**src/rtl/screen_pkg.sv**
```systemverilog
// Shared types for the TicTacToe screen sequencer:
// state encodings, winner codes and the screen-enable bundle.
package screen_pkg;

  typedef enum logic [1:0] {
    ST_START = 2'b00,
    ST_PLAY  = 2'b01,
    ST_WIN   = 2'b10
  } state_t;

  localparam logic [1:0] WIN_NONE = 2'b00;
  localparam logic [1:0] WIN_X    = 2'b01;
  localparam logic [1:0] WIN_O    = 2'b10;

  typedef struct packed {
    logic ss;
    logic ps;
    logic ws;
  } ce_t;

  typedef struct packed {
    logic   vld;
    state_t tgt;
  } req_t;

  function automatic ce_t ce_of(state_t s);
    ce_t c;
    c = '0;
    unique case (1'b1)
      (s == ST_PLAY): c.ps = 1'b1;
      (s == ST_WIN):  c.ws = 1'b1;
      default:        c.ss = 1'b1;
    endcase
    return c;
  endfunction

endpackage

```
**src/rtl/screen_sequencer_button.sv**
```systemverilog
// Start-button conditioning: 2-FF synchronizer, stability
// counter and a one-cycle pulse on the debounced rising edge.
module button_debouncer #(
  parameter int unsigned DEBOUNCE_CYCLES = 1_000_000
) (
  input  logic clk_100MHz,
  input  logic reset,
  input  logic btn,
  output logic start_press
);

  localparam int unsigned CW = $clog2(DEBOUNCE_CYCLES + 1);
  localparam logic [CW-1:0] CNT_LAST = CW'(DEBOUNCE_CYCLES - 1);

  logic [1:0]    sync;
  logic [CW-1:0] cnt;
  logic          level;
  logic          level_q;

  // cnt counts consecutive samples that disagree with level
  always_ff @(posedge clk_100MHz) begin
    if (reset) begin
      sync        <= '0;
      cnt         <= '0;
      level       <= 1'b0;
      level_q     <= 1'b0;
      start_press <= 1'b0;
    end else begin
      sync        <= {sync[0], btn};
      level_q     <= level;
      start_press <= level & ~level_q;
      if (sync[1] == level) begin
        cnt <= '0;
      end else if (cnt == CNT_LAST) begin
        level <= sync[1];
        cnt   <= '0;
      end else begin
        cnt <= cnt + 1'b1;
      end
    end
  end

endmodule

```
**src/rtl/screen_sequencer.sv**
```systemverilog
// Frame-synchronous screen sequencer: START / PLAY / WIN, with
// every screen change committed on the vsync falling edge.
module screen_sequencer
  import screen_pkg::*;
#(
  parameter int unsigned DEBOUNCE_CYCLES = 1_000_000,
  parameter int unsigned WIN_HOLD_FRAMES = 300
) (
  input  logic       clk_100MHz,
  input  logic       reset,
  input  logic       vsync,
  input  logic       start_btn,
  input  logic       game_over,
  input  logic [1:0] winner,
  output logic       ceSS,
  output logic       cePS,
  output logic       ceWS,
  output logic [1:0] winner_code,
  output logic       game_reset,
  output logic [1:0] state
);

  localparam int unsigned FW = $clog2(WIN_HOLD_FRAMES + 1);
  localparam logic [FW-1:0] HOLD_LAST = FW'(WIN_HOLD_FRAMES - 1);
  localparam logic [FW-1:0] HOLD_MAX  = FW'(WIN_HOLD_FRAMES);

  logic          start_press;
  logic          vsync_q;
  logic          frame_edge;
  logic          commit;
  state_t        st_q, st_d;
  req_t          req_q, req_d, req_n;
  logic [FW-1:0] frm_q, frm_d;
  logic [1:0]    wcode_d;
  ce_t           ce_q, ce_d;
  logic          gr_d;

  button_debouncer #(
    .DEBOUNCE_CYCLES(DEBOUNCE_CYCLES)
  ) u_btn (
    .clk_100MHz (clk_100MHz),
    .reset      (reset),
    .btn        (start_btn),
    .start_press(start_press)
  );

  always_ff @(posedge clk_100MHz) begin
    vsync_q <= vsync;
  end

  assign frame_edge = vsync_q & ~vsync;

  always_ff @(posedge clk_100MHz) begin
    if (reset) begin
      st_q        <= ST_START;
      req_q       <= '0;
      frm_q       <= '0;
      winner_code <= WIN_NONE;
      ce_q        <= ce_of(ST_START);
      game_reset  <= 1'b0;
    end else begin
      st_q        <= st_d;
      req_q       <= req_d;
      frm_q       <= frm_d;
      winner_code <= wcode_d;
      ce_q        <= ce_d;
      game_reset  <= gr_d;
    end
  end

  always_comb begin
    req_n   = req_q;
    wcode_d = winner_code;
    frm_d   = frm_q;
    unique case (st_q)
      ST_START: begin
        if (start_press) begin
          req_n = '{vld: 1'b1, tgt: ST_PLAY};
        end
      end
      ST_PLAY: begin
        if (game_over && !req_q.vld) begin
          req_n   = '{vld: 1'b1, tgt: ST_WIN};
          wcode_d = winner;
        end
      end
      ST_WIN: begin
        if (frame_edge && frm_q != HOLD_MAX) begin
          frm_d = frm_q + 1'b1;
        end
        // a pending or same-edge rematch outranks the timeout
        if (start_press) begin
          req_n = '{vld: 1'b1, tgt: ST_PLAY};
        end else if (frame_edge && !req_q.vld &&
                     frm_q >= HOLD_LAST) begin
          req_n = '{vld: 1'b1, tgt: ST_START};
        end
      end
      default: req_n = '0;
    endcase

    commit = frame_edge & req_n.vld;
    st_d   = commit ? req_n.tgt : st_q;
    req_d  = commit ? '0 : req_n;
    if (commit && req_n.tgt == ST_WIN) begin
      frm_d = '0;
    end
  end

  always_comb begin
    ce_d = ce_of(st_d);
    gr_d = commit && (req_n.tgt == ST_PLAY);
  end

  assign ceSS  = ce_q.ss;
  assign cePS  = ce_q.ps;
  assign ceWS  = ce_q.ws;
  assign state = st_q;

endmodule
```
**config.mk**
```make
export PLATFORM = sky130hd
export DESIGN_NAME = screen_sequencer
export DESIGN_NICKNAME = d
export VERILOG_FILES = /design/src/rtl/screen_pkg.sv /design/src/rtl/screen_sequencer_button.sv /design/src/rtl/screen_sequencer.sv
export SDC_FILE = /design/constraint.sdc
export NUM_CORES = 1
export LEC_CHECK = 0
export BUFFER_PORTS_ARGS = -buffer_cell sky130_fd_sc_hd__buf_2
export CORE_MARGIN = 5
export CORE_UTILIZATION = 60
export DETAILED_ROUTE_END_ITERATION = 6
export HOLD_SLACK_MARGIN = 0.03
export PLACE_DENSITY = 0.77
export SLEW_MARGIN = 10
export SYNTH_ARGS = -nofsm -noshare
export SYNTH_HDL_FRONTEND = slang
export SYNTH_SLANG_ARGS = --single-unit
```
**constraint.sdc**
```tcl
create_clock -name clk_100MHz -period 3.5 [get_ports clk_100MHz]
set_clock_uncertainty 0.05 [all_clocks]
set_input_delay 0.175 -clock clk_100MHz [delete_from_list [all_inputs] [get_ports clk_100MHz]]
set_output_delay 0.175 -clock clk_100MHz [all_outputs]
set_load 0.03 [all_outputs]
```
Word level (Yosys, flattened, before mapping)
Cells that the tools add are included.
{"block": "classes", "addsub": 2, "multipliers": 0, "n_div": 0, "order_cmp": 1, "n_eq_ne": 9, "shifts": 0, "muxes": 9, "bitwise": 6, "reduce_logical": 15}
{"cell": "$add A20 B1 Y20 const B", "n": 1}
{"cell": "$eq A20 B20 Y1 const B", "n": 1}
{"cell": "$mux W3", "n": 4}
{"cell": "$add A9 B1 Y9 const B", "n": 1}
{"cell": "$ge A9 B9 Y1 const B", "n": 1}
{"cell": "$ne A9 B9 Y1 const B", "n": 1}
{"cell": "$pmux W3 S3", "n": 1}
{"cell": "$eq A2 B1 Y1 const B", "n": 3}
{"cell": "$eq A2 B2 Y1 const B", "n": 3}
{"cell": "$logic_and A1 B1 Y1", "n": 6}
{"cell": "$reduce_and A2 Y1", "n": 3}
{"cell": "$reduce_or A2 Y1", "n": 3}
{"cell": "$and A1 B1 Y1", "n": 3}
{"cell": "$mux W1", "n": 3}
{"cell": "$not A1 Y1", "n": 3}
{"cell": "$reduce_or A3 Y1", "n": 1}
{"cell": "$logic_not A2 Y1", "n": 1}
{"cell": "$mux W2", "n": 1}
{"cell": "$eq A1 B1 Y1", "n": 1}
{"cell": "$logic_not A1 Y1", "n": 1}
{"block": "totals", "reg_bits": 46, "latch_bits": 0, "ram_bits": 0, "rom_bits": 0, "input_bits": 7, "output_inout_bits": 8, "mem_count": 0}

Depth between registers and ports, before layout
Gate-level depths: netlist (run 1).
{"block": "depth", "ltp_word": 12, "mapped_depth": 8}

By module
A second synthesis (run 1) with hierarchy kept.
{"block": "unflattened", "cells_unflattened": 243, "hier_area_um2": 2200.9}
{"module": "screen_sequencer", "n_inst": 1, "cells_each": 125, "area_per_inst_um2": 1119.8, "seq_area_each_um2": 420.4}
{"module": "button_debouncer", "n_inst": 1, "cells_each": 118, "area_per_inst_um2": 1081.0, "seq_area_each_um2": 500.5}

Least setup slack after synthesis (run 1)
Ideal clock, no wire load.
{"block": "synth_path", "kind": "register to register", "from": "reg st_q[0], in the netlist state[0]", "to": "reg ce_q, in the netlist ceSS", "arrival_time_ns": 2.163, "required_ns": 3.327, "slack_ns": 1.164, "stages_incl_launch_ff": 8, "n_path_buf": 0, "synth_period_minus_slack_ns": 2.336, "path_cell_list": "dfxtp_1 nand2b_2 a211oi_1 nand2b_4 nor2_1 or2_2 ha_1 or2_2"}
{"item": "start, declared", "line": "screen_sequencer.sv:31", "rtl": "state_t st_q, st_d;"}
{"item": "start signal, assigned", "line": "screen_sequencer.sv:62", "rtl": "st_q <= st_d;"}
{"item": "end signal, assigned", "line": "screen_sequencer.sv:59", "rtl": "ce_q <= ce_of(ST_START);"}
{"item": "end, declared", "line": "screen_sequencer.sv:35", "rtl": "ce_t ce_q, ce_d;"}

==> flow_metrics.tcl, run 1 <==
set metrics [dict create \
    ctsHtreeMaxLevel 2 \
    synth_seq_area_share_pct 44.0 \
    cp_num_buf_inv 0 \
    final_cell_mix "46 x dfxtp_1, 32 x nor2_1, 17 x xor2_1" \
    ys.flop_type "dfxtp_1" \
    finalSetupViolCount 0 \
    cp_cell_sequence "ha_1 > a211o_2 > a31oi_2 > o21ai_2 > a21boi_0 > or2_2 > ha_1 > or2_2" \
    grt_max_degree 26 \
    grt_first_pass_wirelength_um 6470 \
    grtUsageTotal_pct 16.4 \
    num_antenna_cells 0 \
    fin_tns_setup_ns 0 \
    cp_max_fo 5 \
    drtIter0Drc 118 \
    power_density_nw_per_um2 351 \
    clockRootBuffer "clkbuf_4" \
    post-cts-setup-buffer-count 0 \
    outcome "finished, final reports clean" \
    combPwrFrac_pct 2.4 \
    max_stage_delay_ns 0.36 \
    ys_async_sr_fraction_pct 0 \
    setup_ws_ns 1.06 \
    hold_viol 0 \
    crit_path_top_delay_cell "dfxtp_1" \
    clk_pin_slew_worst_paths_ns 0.12 \
    intPower_uw 631 \
    worstPathRequired_ns 3.71 \
    drc 0 \
    report.final.slew_viol_count 0 \
    start_util_pct 62.2 \
    fp-row-count 21 \
    syn_area_um2 2090 \
    max_freq_mhz 410 \
    portBuffers 14 \
    arrival_ns 2.65 \
    die_area_um2 4770 \
    grt_overflow 0 \
    die_w_um 69.1 \
    cts_tree "done" \
    p_switching_uw 172 \
    fillers 299 \
    rsz0062_at_grt "false" \
    ioPinCount 15 \
    fin_crit_sh_pct 69.8 \
    cts_made_buffers 5 \
    hpwl_um 2540 \
    worst_slew_pin_slew_ns 0.646 \
    pwr-share-clk_pct 32.0 \
    drive_above_1_share_pct 17.2 \
    synth_cell_types 46 \
    syn_to_final_growth_pct 9.32 \
    preCtsSetupSlack_ns 1.09 \
    synth_enable_flop_cells 0 \
    ys_seq_elements 46 \
    p_leak_nw 0.804 \
    grt_pass1_vias 1480 \
    clockBufferDepth 2 \
    synth.avg_cell_area_um2 9.43 \
    clk_latency_ns 0.36 \
    max_cap_viol_count 0 \
    hold_class "in2reg" \
    totalWireLength_um 3600 \
    finalCoreUtilization_pct 68.0 \
    synth_area_leader_cell "dfxtp_1" \
    startpoint_type "flop" \
    period_needed_ns 2.44 \
    detail_route.first_pass.iterations 4 \
    die_h_um 69.1 \
    via_count 1540 \
    clkSinkCount 46 \
    wire_per_inst_um 12.4 \
    antenna_found_initial 0 \
    p_seq_share_pct 65.6 \
    nets 255 \
    core_area_um2 3360 \
    synth_nets 234 \
    slew_headroom_pct 56.9 \
    ir_drop_mv 0.242 \
    p_sw_share_pct 21.4 \
    ant_nets 0 \
    yosysWarnings 0 \
    end_kind "flop" \
    synthTopCellsByArea "dfxtp_1 44%, xor2_1 7.1%, nor2_1 5.7%" \
    mostFrequentLayoutCell "dfxtp_1" \
    path_class "reg2reg" \
    synthCells 222 \
    cp_top_family "compound AO/OA/AOI/OAI gates" \
    gp_congestion 0.843 \
    vias_per_cell 5.31 \
    synth_top_area_share_pct 44.0 \
]
==> worst paths after layout <==
kind                 startpoint           endpoint  slack, ns  depth (start not counted)
setup reg to reg       frm_q[0]               ceSS       1.06                          8
setup / recovery       frm_q[0]               ceSS       1.06                          8
hold / removal            reset        u_btn.level       0.19                          2
hold reg to reg   u_btn.level_q  u_btn.start_press       0.34                          1
==> power groups by stage <==
| stage | sequential (mW) | combinational, mW | clock, mW |
|---|---|---|---|
| finish | 0.527 | 0.0193 | 0.257 |
| global route | 0.527 | 0.0216 | 0.298 |
| CTS | 0.527 | 0.0195 | 0.273 |
| detailed placement | 0.538 | 0.0160 | 0 |
| global placement | 0.538 | 0.0157 | 0 |
| floorplan | 0.538 | 0.0111 | 0 |
==> synthesized netlist by cell type, drive strengths merged (2+ instances only) <==
master   instances
nand4b           2
a211o            2
nand3           12
a21oi            4
nor3            13
ha               5
or2              3
nor4b            2
nand4bb          2
dfxtp           46
inv              7
and2             2
a211oi           3
nand4            4
nor2            32
nor4             5
nor2b            6
and2b            3
buf              2
mux2i            3
o21ai            4
xnor2            9
nand2           15
and3             3
nand2b           3
xor2            17
==> worst reg2reg max path, cell delays in order (launching register included) <==
cell      delay, ns
dfxtp_1        0.36
ha_1           0.21
a211o_2        0.32
a31oi_2        0.32
o21ai_2        0.15
a21boi_0       0.30
or2_2          0.17
ha_1           0.21
or2_2          0.26
==> flip-flops by register name, summed over array words and instances (netlist names) <==
name / cells
state: 2
u_btn.level_q: 1
u_btn.level: 1
vsync_q: 1
u_btn.sync: 2
ceSS: 1
game_reset: 1
winner_code: 2
cePS: 1
frm_q: 9
u_btn.start_press: 1
ceWS: 1
req_q: 3
u_btn.cnt: 20
==> area by class of cell <==
class	instances	area, µm²	share of cell area [%]
Inverter	7	26.3	1.15
Multi-Input combinational cell	165	1110	48.7
Clock inverter	1	5.00	0.219
Sequential cell	46	921	40.2
Timing Repair Buffer	18	110	4.81
Tap cell	46	57.6	2.52
Clock buffer	7	55.1	2.41
==> timing repair <==
item / 4_1_cts / 5_1_grt
hold endpoints to repair: 4 / 0
hold buffers: 4 / 0
endpoints found under the setup margin: 0 / 0
resized for setup: 0 / 0
==> through the flow <==
step           hold slack (ns)  cells  cell area [µm²]  total power [mW]
2_1_floorplan            0.153    222             2090             0.549
3_3_place_gp             0.249    278             2190             0.554
3_5_place_dp             0.260    278             2190             0.554
4_1_cts                  0.177    290             2290             0.819
5_1_grt                  0.187    290             2290             0.847
6_report                 0.193    290             2290             0.803
==> cells by family (layout without fill, tap and decap cells) <==
logic type,Yosys count,after routing,share of synthesized area [%]
AOI/OAI and AO/OA,20,20,8.13
xor gates and xnor gates,26,26,10.9
adders and majority gates,5,5,2.99
buffers and inverters,11,33,2.81
DFF,46,46,44.0
muxes,3,3,1.43
and+or+nand+nor,111,111,29.8
==> metal layers <==
layer | track usage, % | part of all wire [%] | vias to the layer above | wire length, µm
met2 | 26.4 | 45 | 26 | 1640
li1 | - | - | 806 | -
met3 | 4.51 | 4.0 | 7 | 144
met4 | 6.72 | 1.6 | 0 | 59
met5 | 0 | 0 | - | 0
met1 | 20.7 | 49 | 701 | 1760
Power figures use the tool's default switching activity.
==> inputs of run 2 (changes only) <==
--- a/config.mk
+++ b/config.mk
@@ -7,10 +7,10 @@
 export LEC_CHECK = 0
 export BUFFER_PORTS_ARGS = -buffer_cell sky130_fd_sc_hd__buf_2
 export CORE_MARGIN = 5
-export CORE_UTILIZATION = 60
+export CORE_UTILIZATION = 59
 export DETAILED_ROUTE_END_ITERATION = 6
 export HOLD_SLACK_MARGIN = 0.03
-export PLACE_DENSITY = 0.77
+export PLACE_DENSITY = 0.76
 export SLEW_MARGIN = 10
 export SYNTH_ARGS = -nofsm -noshare
 export SYNTH_HDL_FRONTEND = slang
==> constraint.sdc (replaced) <==
create_clock -name clk_100MHz -period 2.3 [get_ports clk_100MHz]
set_clock_uncertainty 0.05 [all_clocks]
set_input_delay 0.115 -clock clk_100MHz [delete_from_list [all_inputs] [get_ports clk_100MHz]]
set_output_delay 0.115 -clock clk_100MHz [all_outputs]
set_load 0.03 [all_outputs]
==> run 2 against run 1 <==
Against the previous run:
- sequential cell count unchanged
- register-to-register slack got worse by 0.93 ns
- worst hold slack got worse by 0.063 ns
- sequential share of layout area down 2.1 points
- core utilization up 3.4 points
- clock power rose by 56%
- global-route usage grew 0.64 points
- non-clock buffer count is 15 higher
==> flow_metrics.tcl, run 2 (same netlist as run 1, synthesis figures left out) <==
set metrics [dict create \
    rr_endpoint "ceSS" \
    grtUsageTotal_pct 17.0 \
    startpoint_type "flop" \
    via_count 1637 \
    r2r_start "frm_q[0]" \
    cp_max_fo 3 \
    report.final.slew_viol_count 0 \
    rsz0062_at_grt "false" \
    ctsHtreeMaxLevel 2 \
    die_w_um 69.6 \
    drive_above_1_share_pct 23.9 \
    outcome "finished, final reports clean" \
    grt_pass1_vias 1562 \
    hold_viol 0 \
    clk_pin_slew_worst_paths_ns 0.13 \
    clk_latency_ns 0.35 \
    detail_route.first_pass.iterations 4 \
    drtIter0Drc 60 \
    hpwl_um 2790 \
    finalPower_mw 1.24 \
    totalWireLength_um 3990 \
    grt_first_pass_wirelength_um 6780 \
    grt_max_degree 26 \
    hold_end "u_btn.level" \
    mostFrequentLayoutCell "dfxtp_1" \
    end_kind "flop" \
    num_antenna_cells 0 \
    ioPinCount 15 \
    register_area_um2 925 \
    p_leak_nw 0.879 \
    clockRootBuffer "clkbuf_4" \
    max_cap_viol_count 0 \
    r2r_setup_slack_ns 0.13 \
    max_freq_mhz 460 \
    cts_made_buffers 5 \
    arrival_ns 2.38 \
    worst_slew_pin_slew_ns 0.525 \
    ir_drop_mv 0.331 \
    nets 270 \
    ant_nets 0 \
    finalSetupViolCount 0 \
    final_cell_mix "43 x dfxtp_1, 31 x nor2_1, 17 x xor2_1" \
    hold_class "in2reg" \
    clockBufferDepth 2 \
    cp-startpoint "frm_q[0]" \
    fin_tns_setup_ns 0 \
    syn_to_final_growth_pct 15.7 \
    fp-row-count 21 \
    fillers 261 \
    grt_overflow 0 \
    path_class "reg2reg" \
    multi_input_area_um2 1120 \
    antenna_found_initial 0 \
    power_density_nw_per_um2 510 \
    min_from "reset" \
    worstPathRequired_ns 2.51 \
    portBuffers 14 \
    reg_top3 "u_btn.cnt (20), frm_q (9), req_q (3)" \
    r2r_cells 8 \
    drc 0 \
    die_area_um2 4840 \
    gp_congestion 0.869 \
    slew_headroom_pct 64.7 \
    start_util_pct 61.8 \
    core_area_um2 3390 \
    cts_tree "done" \
    wire_per_inst_um 13.1 \
    largest_reg_flops 20 \
    top_register "u_btn.cnt" \
    die_h_um 69.6 \
    vias_per_cell 5.37 \
    period_needed_ns 2.17 \
    whs_path_depth 2 \
    clkSinkCount 46 \
    fin_crit_sh_pct 94.4 \
]
## run 2: cell type report
| type | count | share of cell area, % |
|---|---|---|
| clock buffers | 6 | 2.12 |
| inverters | 7 | 1.08 |
| flip-flops and latches | 46 | 38.2 |
| clock inverters | 2 | 0.517 |
| repair buffers | 33 | 9.30 |
| multi-input cells | 165 | 46.4 |
| well taps | 46 | 2.38 |
## run 2: layer usage
layer | part of all wire [%] | GRT usage [%] | vias to the layer above
li1 | - | - | 839
met1 | 46 | 20.3 | 766
met2 | 49 | 29.4 | 22
met3 | 3.0 | 4.35 | 10
met4 | 1.5 | 6.07 | 0
met5 | 0 | 0 | -
## run 2: worst max-delay path: stages (launching register included)
cell and delay (ns):
dfxtp_2 0.34, ha_1 0.20, a211o_2 0.29, a31oi_4 0.18, o311a_4 0.20, o211ai_2 0.09, and2_1 0.17, ha_1 0.29
or2_2 0.27
## run 2: worst max-delay path by stage
stage                       to  slack, ns
after floorplan           ceSS       0.02
after global placement    ceSS       0.07
after detailed placement  ceSS       0.02
after CTS                 ceSS       0.01
after global routing      ceSS       0.01
final                     ceSS       0.13
## run 2: timing repair
action,CTS,global route
buffers inserted,0,2
endpoints found under the setup margin,0,1
hold endpoints to repair,4,0
hold buffers,4,0
gates resized for setup,0,3
## run 2: metrics by stage
stage	hold slack, ns	instances	utilization [%]	setup slack [ns]	instance area, µm²
2_1_floorplan	0.0927	222	-	0.0188	2100
3_3_place_gp	0.190	292	67.7	0.0737	2300
3_5_place_dp	0.192	292	67.7	0.0221	2300
4_1_cts	0.123	304	70.8	0.0114	2400
5_1_grt	0.145	305	71.5	0.0127	2420
6_report	0.129	305	71.5	0.128	2420
## run 2: report_power, final
part | switching, mW | internal (mW) | leakage [nW] | total, mW
clock network | 0.255 | 0.147 | 0.0343 | 0.402
registers | 0.00170 | 0.800 | 0.373 | 0.801
logic | 0.0169 | 0.0145 | 0.472 | 0.0314
total | 0.274 | 0.962 | 0.879 | 1.24
==> inputs of run 3 (changes only) <==
--- a/config.mk
+++ b/config.mk
@@ -14,4 +14,5 @@
 export SLEW_MARGIN = 10
 export SYNTH_ARGS = -nofsm -noshare
 export SYNTH_HDL_FRONTEND = slang
+export SYNTH_HIERARCHICAL = 1
 export SYNTH_SLANG_ARGS = --single-unit
==> run 3 against run 2 <==
Against the previous run:
- total power grew 14%
- first-iteration DRC count grew to 3.4 times the previous value
- synthesized cell count grew 9.5%
- sequential cell count is the same
- global-route usage grew 0.98 points
- via count grew 12%
- register-to-register slack lost 0.06 ns
- combinational power shrank 6%
- die area grew 4.4%
- cell count grew 6.2%
- core utilization shrank 0.15 points
- wire length grew 8.9%
==> flow_metrics.tcl, run 3 <==
set metrics [dict create \
    yosys.area_share.adder_pct 2.84 \
    drtIter0Drc 204 \
    crit_path_top_delay_cell "or4_4" \
    cp_cell_sequence "ha_1 > a211oi_2 > a2bb2oi_2 > or4_4 > a21oi_2 > or2_2 > ha_1 > or2_2" \
    p_leak_nw 0.932 \
    ys_seq_elements 46 \
    vias_per_cell 5.66 \
    worstPathRequired_ns 2.44 \
    finalPower_mw 1.41 \
    clk_pin_slew_worst_paths_ns 0.08 \
    hold_viol 0 \
    startpoint_type "flop" \
    cp_max_fo 4 \
    synth.avg_cell_area_um2 9.06 \
    syn_to_final_growth_pct 17.7 \
    cts_tree "done" \
    synthSimpleGateAreaFrac_pct 31.3 \
    ioPinCount 15 \
    synth_enable_flop_cells 0 \
    period_needed_ns 2.24 \
    synth_top_family_by_area "simple AND/OR/NAND/NOR gates" \
    drc 0 \
    grtUsageTotal_pct 18.0 \
    reg_top3 "u_btn/cnt (20), frm_q (9), req_q (3)" \
    hold_class "in2reg" \
    fin_tns_setup_ns 0 \
    synth_compound_area_share_pct 10.4 \
    die_area_um2 5050 \
    start_util_pct 60.6 \
    hpwl_um 2950 \
    max_freq_mhz 447 \
    gp_congestion 0.954 \
    ant_nets 0 \
    yosysWarnings 6 \
    finalSetupViolCount 0 \
    yosysMostFrequentCell "dfxtp_1" \
    totalWireLength_um 4340 \
    clockBufferDepth 2 \
    ys_async_sr_fraction_pct 0 \
    synthTopCellsByArea "dfxtp_1 42%, xor2_1 4.8%, nor2_1 4.4%" \
    synth_common_cells "46 x dfxtp_1, 26 x nor2_1, 15 x nor3_1, 12 x nand3_1, 12 x xor2_1" \
    path_class "reg2reg" \
    wire_per_inst_um 13.4 \
    die_w_um 71.1 \
    synth_area_leader_cell "dfxtp_1" \
    via_count 1834 \
    max_cap_viol_count 0 \
    clk_latency_ns 0.30 \
    drive_above_1_share_pct 20.7 \
    ctsHtreeMaxLevel 2 \
    core_area_um2 3630 \
    mostFrequentLayoutCell "dfxtp_1" \
    grt_pass1_vias 1691 \
    detail_route.first_pass.iterations 4 \
    slew_headroom_pct 65.4 \
    clockRootBuffer "clkbuf_8" \
    synth_cell_types 53 \
    grt_max_degree 25 \
    report.final.slew_viol_count 0 \
    synth_mux_area_share_pct 1.36 \
    power_density_nw_per_um2 544 \
    fillers 290 \
    nets 287 \
    synth_xor_xnor_area_share_pct 8.36 \
    final_cell_mix "41 x dfxtp_1, 26 x nor2_1, 15 x nor3_1, 15 x buf_4, 14 x buf_2" \
    syn_area_um2 2200 \
    clkSinkCount 46 \
    fin_crit_sh_pct 97.3 \
    end_kind "flop" \
    max_stage_delay_ns 0.50 \
    grt_first_pass_wirelength_um 7380 \
    met2_usage_pct 29.5 \
    use_met3_pct 4.69 \
    synth_nets 255 \
    grt.busiest_layer "met2" \
    fp-row-count 22 \
    worst_slew_pin_slew_ns 0.515 \
    portBuffers 14 \
    cts_made_buffers 5 \
    outcome "finished, final reports clean" \
    largest_reg_flops 20 \
    synth_seq_area_share_pct 41.8 \
    num_antenna_cells 0 \
    top_register "u_btn/cnt" \
    arrival_ns 2.38 \
    grt_overflow 0 \
    ys.flop_type "dfxtp_1" \
    synth_top_area_share_pct 41.8 \
    synthCells 243 \
    antenna_found_initial 0 \
    global_route.usage.met1_pct 22.7 \
    die_h_um 71.1 \
    ir_drop_mv 0.358 \
]
## run 3: layout make-up
class,count,area [µm²],area share [%]
Multi-Input combinational cell,179,1230,47.7
Sequential cell,46,930,35.9
Timing Repair Buffer,33,223,8.59
Clock buffer,7,76.3,2.95
Tap cell,48,60.1,2.32
Inverter,10,37.5,1.45
Clock inverter,1,30.0,1.16
## run 3: stage by stage
stage / std cells / instance area (µm²) / hold slack, ns / util (%) / setup WS (ns)
2_1_floorplan: 243 / 2210 / 0.0927 / - / 0.0109
3_3_place_gp: 310 / 2390 / 0.205 / 65.8 / 0.0309
3_5_place_dp: 310 / 2390 / 0.208 / 65.8 / -0.0155
4_1_cts: 323 / 2550 / 0.178 / 70.1 / 0.00979
5_1_grt: 324 / 2590 / 0.204 / 71.3 / -0.0473
6_report: 324 / 2590 / 0.183 / 71.3 / 0.0628
## run 3: per-layer routing
layer,vias to the layer above,routed length (µm),share of wire (%)
met2,49,2080,48
met3,7,206,4.7
met1,848,1980,46
met4,0,71,1.6
li1,930,-,-
met5,-,0,0
## run 3: logic make-up after synthesis
family                     after synthesis
adders and majority gates                5
xor gates and xnor gates                21
muxes                                    3
AOI/OAI and AO/OA                       35
DFF                                     46
and+or+nand+nor                        115
buffers and inverters                   18
## run 3: final timing paths
kind / start / end / slack, ns / depth (start not counted)
setup / recovery: frm_q[0] / ceSS / 0.06 / 8
hold / removal: reset / winner_code[1] / 0.18 / 2
setup reg to reg: frm_q[0] / ceSS / 0.06 / 8
hold reg to reg: u_btn/level_q / u_btn/start_press / 0.34 / 1
## run 3: power by group
group | internal [mW] | leakage [nW] | total [mW] | switching (mW)
Combinational | 0.0138 | 0.506 | 0.0296 | 0.0158
Sequential | 0.797 | 0.374 | 0.799 | 0.00191
Clock | 0.325 | 0.0524 | 0.582 | 0.257
Total | 1.14 | 0.932 | 1.41 | 0.274
## run 3: repair_timing
item | 4_1_cts | 5_1_grt
hold endpoints to repair | 4 | 0
setup endpoints to repair | 1 | 2
pin swaps | 1 | 1
hold buffers | 4 | 0
resized for setup | 1 | 7
buffers inserted | 1 | 1
## run 3: worst max-delay path: cells and delay by family, from the launching register on
family	cells	cell delay [ns]
flip-flops	1	0.37
adder cells (fa/ha/maj)	2	0.41
AND/OR/NAND/NOR	3	0.89
AO/OA/AOI/OAI	3	0.41
